$ cat src/rtl/lcd_char_writer.sv
// HD44780 16x2 writer: power-on init, then one character per accepted strobe, with cursor wrap.
// Busy for one full bus transaction (1 + E_PULSE + wait) per byte; o_ready low means strobes are dropped, never queued.
module lcd_char_writer #(
    parameter int PWR_CYC  = 750000,
    parameter int E_PULSE  = 12,
    parameter int CMD_WAIT = 2500,
    parameter int CLR_WAIT = 100000,
    parameter int COLS     = 16
) (
    input  logic       clk,
    input  logic       rst,
    input  logic       i_char_valid,
    input  logic [7:0] i_char,
    input  logic       i_clear,
    output logic       o_ready,
    output logic       lcd_e,
    output logic       lcd_rs,
    output logic       lcd_rw,
    output logic [7:0] lcd_data
);

    localparam int MAX_A   = (PWR_CYC > CLR_WAIT) ? PWR_CYC : CLR_WAIT;
    localparam int MAX_B   = (CMD_WAIT > E_PULSE) ? CMD_WAIT : E_PULSE;
    localparam int MAX_CNT = (MAX_A > MAX_B) ? MAX_A : MAX_B;
    localparam int CW      = $clog2(MAX_CNT + 1);
    localparam int COLW    = (COLS > 1) ? $clog2(COLS) : 1;

    typedef enum logic [2:0] {
        S_PWR,
        S_FUNC,
        S_DISP,
        S_ENTRY,
        S_IDLE,
        S_WRITE,
        S_SETADDR,
        S_CLEAR
    } state_t;

    typedef enum logic [1:0] {
        PH_SETUP,
        PH_E,
        PH_WAIT
    } phase_t;

    state_t            state, state_d;
    phase_t            phase, phase_d;
    logic [CW-1:0]     cnt, cnt_d;
    logic              rs_q, rs_d;
    logic [7:0]        data_q, data_d;
    logic              line_q, line_d;
    logic [COLW-1:0]   col_q, col_d;
    logic [CW-1:0]     wait_last;

    logic              go;
    state_t            go_state;
    logic              go_rs;
    logic [7:0]        go_data;

    // The clear command needs the long settle time; everything else uses the short one.
    assign wait_last = (!rs_q && data_q == 8'h01) ? CW'(CLR_WAIT - 1) : CW'(CMD_WAIT - 1);

    always_ff @(posedge clk or posedge rst) begin
        if (rst) begin
            state  <= S_PWR;
            phase  <= PH_SETUP;
            cnt    <= '0;
            rs_q   <= 1'b0;
            data_q <= 8'h00;
            line_q <= 1'b0;
            col_q  <= '0;
        end else begin
            state  <= state_d;
            phase  <= phase_d;
            cnt    <= cnt_d;
            rs_q   <= rs_d;
            data_q <= data_d;
            line_q <= line_d;
            col_q  <= col_d;
        end
    end

    always_comb begin
        state_d  = state;
        phase_d  = phase;
        cnt_d    = cnt;
        rs_d     = rs_q;
        data_d   = data_q;
        line_d   = line_q;
        col_d    = col_q;
        go       = 1'b0;
        go_state = S_IDLE;
        go_rs    = 1'b0;
        go_data  = 8'h00;

        case (state)
            S_PWR: begin
                if (cnt == CW'(PWR_CYC - 1)) begin
                    go       = 1'b1;
                    go_state = S_FUNC;
                    go_data  = 8'h38;
                end else begin
                    cnt_d = cnt + CW'(1);
                end
            end
            S_IDLE: begin
                // Clear has priority; a character strobed alongside it is dropped.
                if (i_clear) begin
                    go       = 1'b1;
                    go_state = S_CLEAR;
                    go_data  = 8'h01;
                end else if (i_char_valid) begin
                    go       = 1'b1;
                    go_state = S_WRITE;
                    go_rs    = 1'b1;
                    go_data  = i_char;
                end
            end
            default: begin
                case (phase)
                    PH_SETUP: begin
                        phase_d = PH_E;
                        cnt_d   = '0;
                    end
                    PH_E: begin
                        if (cnt == CW'(E_PULSE - 1)) begin
                            phase_d = PH_WAIT;
                            cnt_d   = '0;
                        end else begin
                            cnt_d = cnt + CW'(1);
                        end
                    end
                    default: begin
                        if (cnt != wait_last) begin
                            cnt_d = cnt + CW'(1);
                        end else begin
                            case (state)
                                S_FUNC: begin
                                    go       = 1'b1;
                                    go_state = S_DISP;
                                    go_data  = 8'h0C;
                                end
                                S_DISP: begin
                                    go       = 1'b1;
                                    go_state = S_ENTRY;
                                    go_data  = 8'h06;
                                end
                                S_ENTRY: begin
                                    go       = 1'b1;
                                    go_state = S_CLEAR;
                                    go_data  = 8'h01;
                                end
                                S_WRITE: begin
                                    // The LCD auto-increments; only line ends need an explicit command.
                                    if (col_q != COLW'(COLS - 1)) begin
                                        col_d   = col_q + COLW'(1);
                                        state_d = S_IDLE;
                                    end else if (!line_q) begin
                                        go       = 1'b1;
                                        go_state = S_SETADDR;
                                        go_data  = 8'hC0;
                                    end else begin
                                        go       = 1'b1;
                                        go_state = S_CLEAR;
                                        go_data  = 8'h01;
                                    end
                                end
                                S_SETADDR: begin
                                    line_d  = 1'b1;
                                    col_d   = '0;
                                    state_d = S_IDLE;
                                end
                                default: begin
                                    line_d  = 1'b0;
                                    col_d   = '0;
                                    state_d = S_IDLE;
                                end
                            endcase
                        end
                    end
                endcase
            end
        endcase

        if (go) begin
            state_d = go_state;
            phase_d = PH_SETUP;
            cnt_d   = '0;
            rs_d    = go_rs;
            data_d  = go_data;
        end
    end

    assign o_ready  = (state == S_IDLE);
    assign lcd_e    = (phase == PH_E);
    assign lcd_rs   = rs_q;
    assign lcd_rw   = 1'b0;
    assign lcd_data = data_q;

endmodule

$ cat config.mk
export PLATFORM = sky130hd
export DESIGN_NAME = lcd_char_writer
export DESIGN_NICKNAME = d
export VERILOG_FILES = /design/src/rtl/lcd_char_writer.sv
export SDC_FILE = /design/constraint.sdc
export NUM_CORES = 1
export LEC_CHECK = 0
export BUFFER_PORTS_ARGS = -buffer_cell sky130_fd_sc_hd__buf_2
export CAP_MARGIN = 5
export CORE_MARGIN = 2
export CORE_UTILIZATION = 35
export DETAILED_ROUTE_END_ITERATION = 12
export GPL_TIMING_DRIVEN = 0
export SLEW_MARGIN = 20
export SYNTH_ARGS = -nofsm -noshare
export SYNTH_HDL_FRONTEND = slang
export SYNTH_SLANG_ARGS = --single-unit
$ cat constraint.sdc
create_clock -name clk -period 4.29 [get_ports clk]
set_input_delay 0.2145 -clock clk [delete_from_list [all_inputs] [get_ports clk]]
set_output_delay 0.2145 -clock clk [all_outputs]
set_load 0.05 [all_outputs]
==> results_dict.tcl <==
set metrics [dict create \
    fin_crit_sh_pct 67.2 \
    synth_edf_count 0 \
    total_leakage_power_nw 1.16 \
    worst_slew_pin_slew_ns 1.08 \
    synth_cell_types 59 \
    die_area_sq_um 7460 \
    vdd.ir_drop.worst_v 0.000140 \
    dominantRegCellSynth "sky130_fd_sc_hd__dfrtp_1" \
    layout-drive-gt1-share_pct 14.4 \
    critical_path_required_ns 4.48 \
    route.met3.wl_um 248 \
    areaGrowthSynthToFinish_pct 14.3 \
    met1Wirelength_mm 3.05 \
    critical_path_class "reg2reg" \
    critPathBufInv 1 \
    cp-end-kind "flop" \
    cts_inserted_buffers 5 \
    wl_per_cell_um 16.2 \
    fin_skew_ns 0.00594 \
    clock.fmax_mhz 347 \
    final_cell_area_sq_um 2720 \
    grt-ovfl-total 0 \
    initial_core_util_pct 35.6 \
    drt-vias-per-instance 5.79 \
    maxSlewViolCount 0 \
    nNetsFinal 319 \
    clock_path_buffers 2 \
    via_count 2236 \
    groute.usage.overall_pct 17.8 \
    finalSetupViolations 0 \
    finalWirelength_mm 6.24 \
    synth_area_leader_cell "sky130_fd_sc_hd__dfrtp_1" \
    min_delay_path_depth 3 \
    finalHoldViolCount 0 \
    finalCriticalPeriod_ns 2.88 \
    synthArstFlopShare_pct 100 \
    synth_nets 288 \
    critPathMaxFanout 10 \
    status "complete, no violations" \
    design.core.area_sq_um 6680 \
    met2_length_mm 2.78 \
    global_route_wire_length_before_repair_mm 10.5 \
    clock_latency_ns 0.31 \
    pin_count_of_the_biggest_net_entering_global_routing 22 \
    mostFrequentLayoutCells "sky130_fd_sc_hd__dfrtp_1 (39), sky130_fd_sc_hd__nand2_1 (35), sky130_fd_sc_hd__nor2_1 (28)" \
    design_power_total_mw 0.677 \
    post-route-drc-count 0 \
    setup_total_negative_slack_ns 0 \
    grt_setup_unrepaired "no" \
    ant_nets 0 \
    nFillCells 694 \
    yosysSeqAreaShare_pct 41.1 \
    worstPathArrival_ns 3.08 \
    timing.hold.worst_endpoint "lcd_data[1]$_DFFE_PP0P_" \
    netlist_instances 274 \
    crit-reg2reg-capture "cnt[14]$_DFFE_PP0P_" \
    antenna_found_initial 0 \
    post_synth.cell_area_avg_sq_um 8.67 \
    holdCritStartpoint "i_char[1]" \
    hp-class "in2reg" \
    tritonroute_pass_1_iters 4 \
    place.detailed.hpwl_mm 4.58 \
    syn_area_sq_um 2380 \
    worstSetupStartpointType "flop" \
    critical_path.top_delay_family "simple AND/OR/NAND/NOR gates" \
    synth.area.top_cells "sky130_fd_sc_hd__dfrtp_1 (41%), sky130_fd_sc_hd__nand2_1 (5.5%), sky130_fd_sc_hd__nor2_1 (4.4%)" \
    cts-root-buf "sky130_fd_sc_hd__clkbuf_8" \
    power.density_cell_area_nw_per_um2 249 \
    timing.slew.headroom_pct 27.1 \
    ys_ff_latch 39 \
    reg2reg_depth 8 \
    boundaryPins 24 \
    num_antenna_cells 0 \
    synthesis.yosys.warnings 0 \
    maximum_level_of_the_cts_h_tree 2 \
    via_count_of_the_first_global_routing_pass 2128 \
    timing.critical_path.cells "ha_1 > nor4b_1 > nand2_1 > o22ai_1 > and2_0 > clkbuf_1 > o21ai_0 > a32o_1" \
    cts_num_sinks 39 \
    synth_top_area_share_pct 41.1 \
    worst-r2r-setup-slack_ns 1.41 \
    die_h_um 86.4 \
    floorplan.die.width_um 86.4 \
    maxCapViolCount 0 \
    layout_commonest_cell "sky130_fd_sc_hd__dfrtp_1" \
    first_iter_violations 143 \
    cts_tree "yes" \
    cts_post_setup_buffers_inserted 0 \
    place_area_sq_um 2610 \
    maxUsedRoutingLayer "met4" \
    hold-worst-slack_ns 0.123 \
    peak_per_stage_delay_on_the_critical_path_ns 0.43 \
    critical_path.slowest_cell "sky130_fd_sc_hd__dfrtp_1" \
    row_count 30 \
    port_buffers 22 \
    clk_pin_slew_ns 0.09 \
    timing.rr.start "cnt[0]$_DFFE_PP0P_" \
    final_weighted_congestion_in_routability_driven_placement 0.885 \
]
-- what timing repair did --
| action | in CTS | in global routing |
|---|---|---|
| endpoints found under the setup margin | 0 | 0 |
| hold endpoints to repair | 18 | 0 |
| hold buffers | 1 | 0 |
| gates resized for setup | 0 | 0 |
-- where the power goes --
part           total, mW  leakage (nW)  internal [mW]  switching (mW)
clock              0.264        0.0408          0.116           0.147
combinational     0.0404         0.609         0.0135          0.0269
sequential         0.373         0.510          0.370         0.00265
total              0.677          1.16          0.500           0.177
-- worst register-to-register path: cells and delay by family, from the launching register on --
kind | cells | cell delay, ns
AO/OA/AOI/OAI | 3 | 0.75
buffers and inverters | 1 | 0.43
flip-flops | 1 | 0.43
AND/OR/NAND/NOR | 3 | 0.92
adder cells (fa/ha/maj) | 1 | 0.24
-- flip-flops by register name, indices dropped and copies added, names as in the netlist --
register and flops:
line_q 1, cnt 20, lcd_data 8, col_q 4
phase 2, state 3, lcd_rs 1
-- how the worst max path moves through the flow --
stage                         start             endpoint  slack, ns  depth (start not counted)
2_1_floorplan  state[2]$_DFFE_PP0P_  cnt[16]$_DFFE_PP0P_       1.93                          9
3_3_place_gp     cnt[0]$_DFFE_PP0P_  cnt[10]$_DFFE_PP0P_       1.41                          8
3_5_place_dp     cnt[0]$_DFFE_PP0P_  cnt[14]$_DFFE_PP0P_       1.42                          8
4_1_cts          cnt[0]$_DFFE_PP0P_  cnt[14]$_DFFE_PP0P_       1.40                          8
5_1_grt          cnt[0]$_DFFE_PP0P_   cnt[6]$_DFFE_PP0P_       1.16                          8
6_report         cnt[0]$_DFFE_PP0P_  cnt[14]$_DFFE_PP0P_       1.41                          8
-- kinds of logic after synthesis --
logic type,share of synthesized area [%]
adders and majority gates,1.05
xor gates and xnor gates,0.369
muxes,1.79
buffers and inverters,3.84
and+or+nand+nor,28.8
other,0.158
AOI/OAI and AO/OA,23.0
DFF,41.1
-- cells in the mapped netlist (all sizes together) (3+ instances only) --
master   instances
a21o             4
a21oi           15
a221o            4
a2bb2oi          3
a32o             8
and3             4
buf              5
clkbuf           8
dfrtp           39
inv              5
mux2i            3
nand2           35
nand3           16
nand4            6
nor2            28
nor2b            8
nor3             7
nor3b            3
nor4             5
o211ai           3
o21ai           18
o22ai            3
o2bb2ai          4
or3              3
or4              6
-- per-stage QoR --
stage | worst slack, ns | util (%) | cells
CTS | 1.40 | 40.7 | 386
global placement | 1.41 | 38.7 | 376
floorplan | 1.93 | - | 274
global route | 1.16 | 40.7 | 386
finish | 1.41 | 40.7 | 386
detailed placement | 1.42 | 39.1 | 377
-- per-layer routing --
| layer | vias to the layer above | track usage [%] |
|---|---|---|
| met2 | 56 | 26.4 |
| met3 | 13 | 3.05 |
| met4 | 0 | 7.81 |
| li1 | 1087 | - |
| met1 | 1080 | 25.3 |
| met5 | - | 0 |
-- final cells by class --
cell class              instances  area (sq um)  area share, %
repair buffers                 24           148           5.44
well taps                      80           100           3.68
plain buffers                  13          68.8           2.53
multi-input cells             216          1310           48.2
clock inverters                 3          23.8          0.875
flip-flops and latches         39           976           35.9
inverters                       6          22.5          0.829
clock buffers                   5          68.8           2.53
No activity file was read; power rests on OpenSTA's default activity.
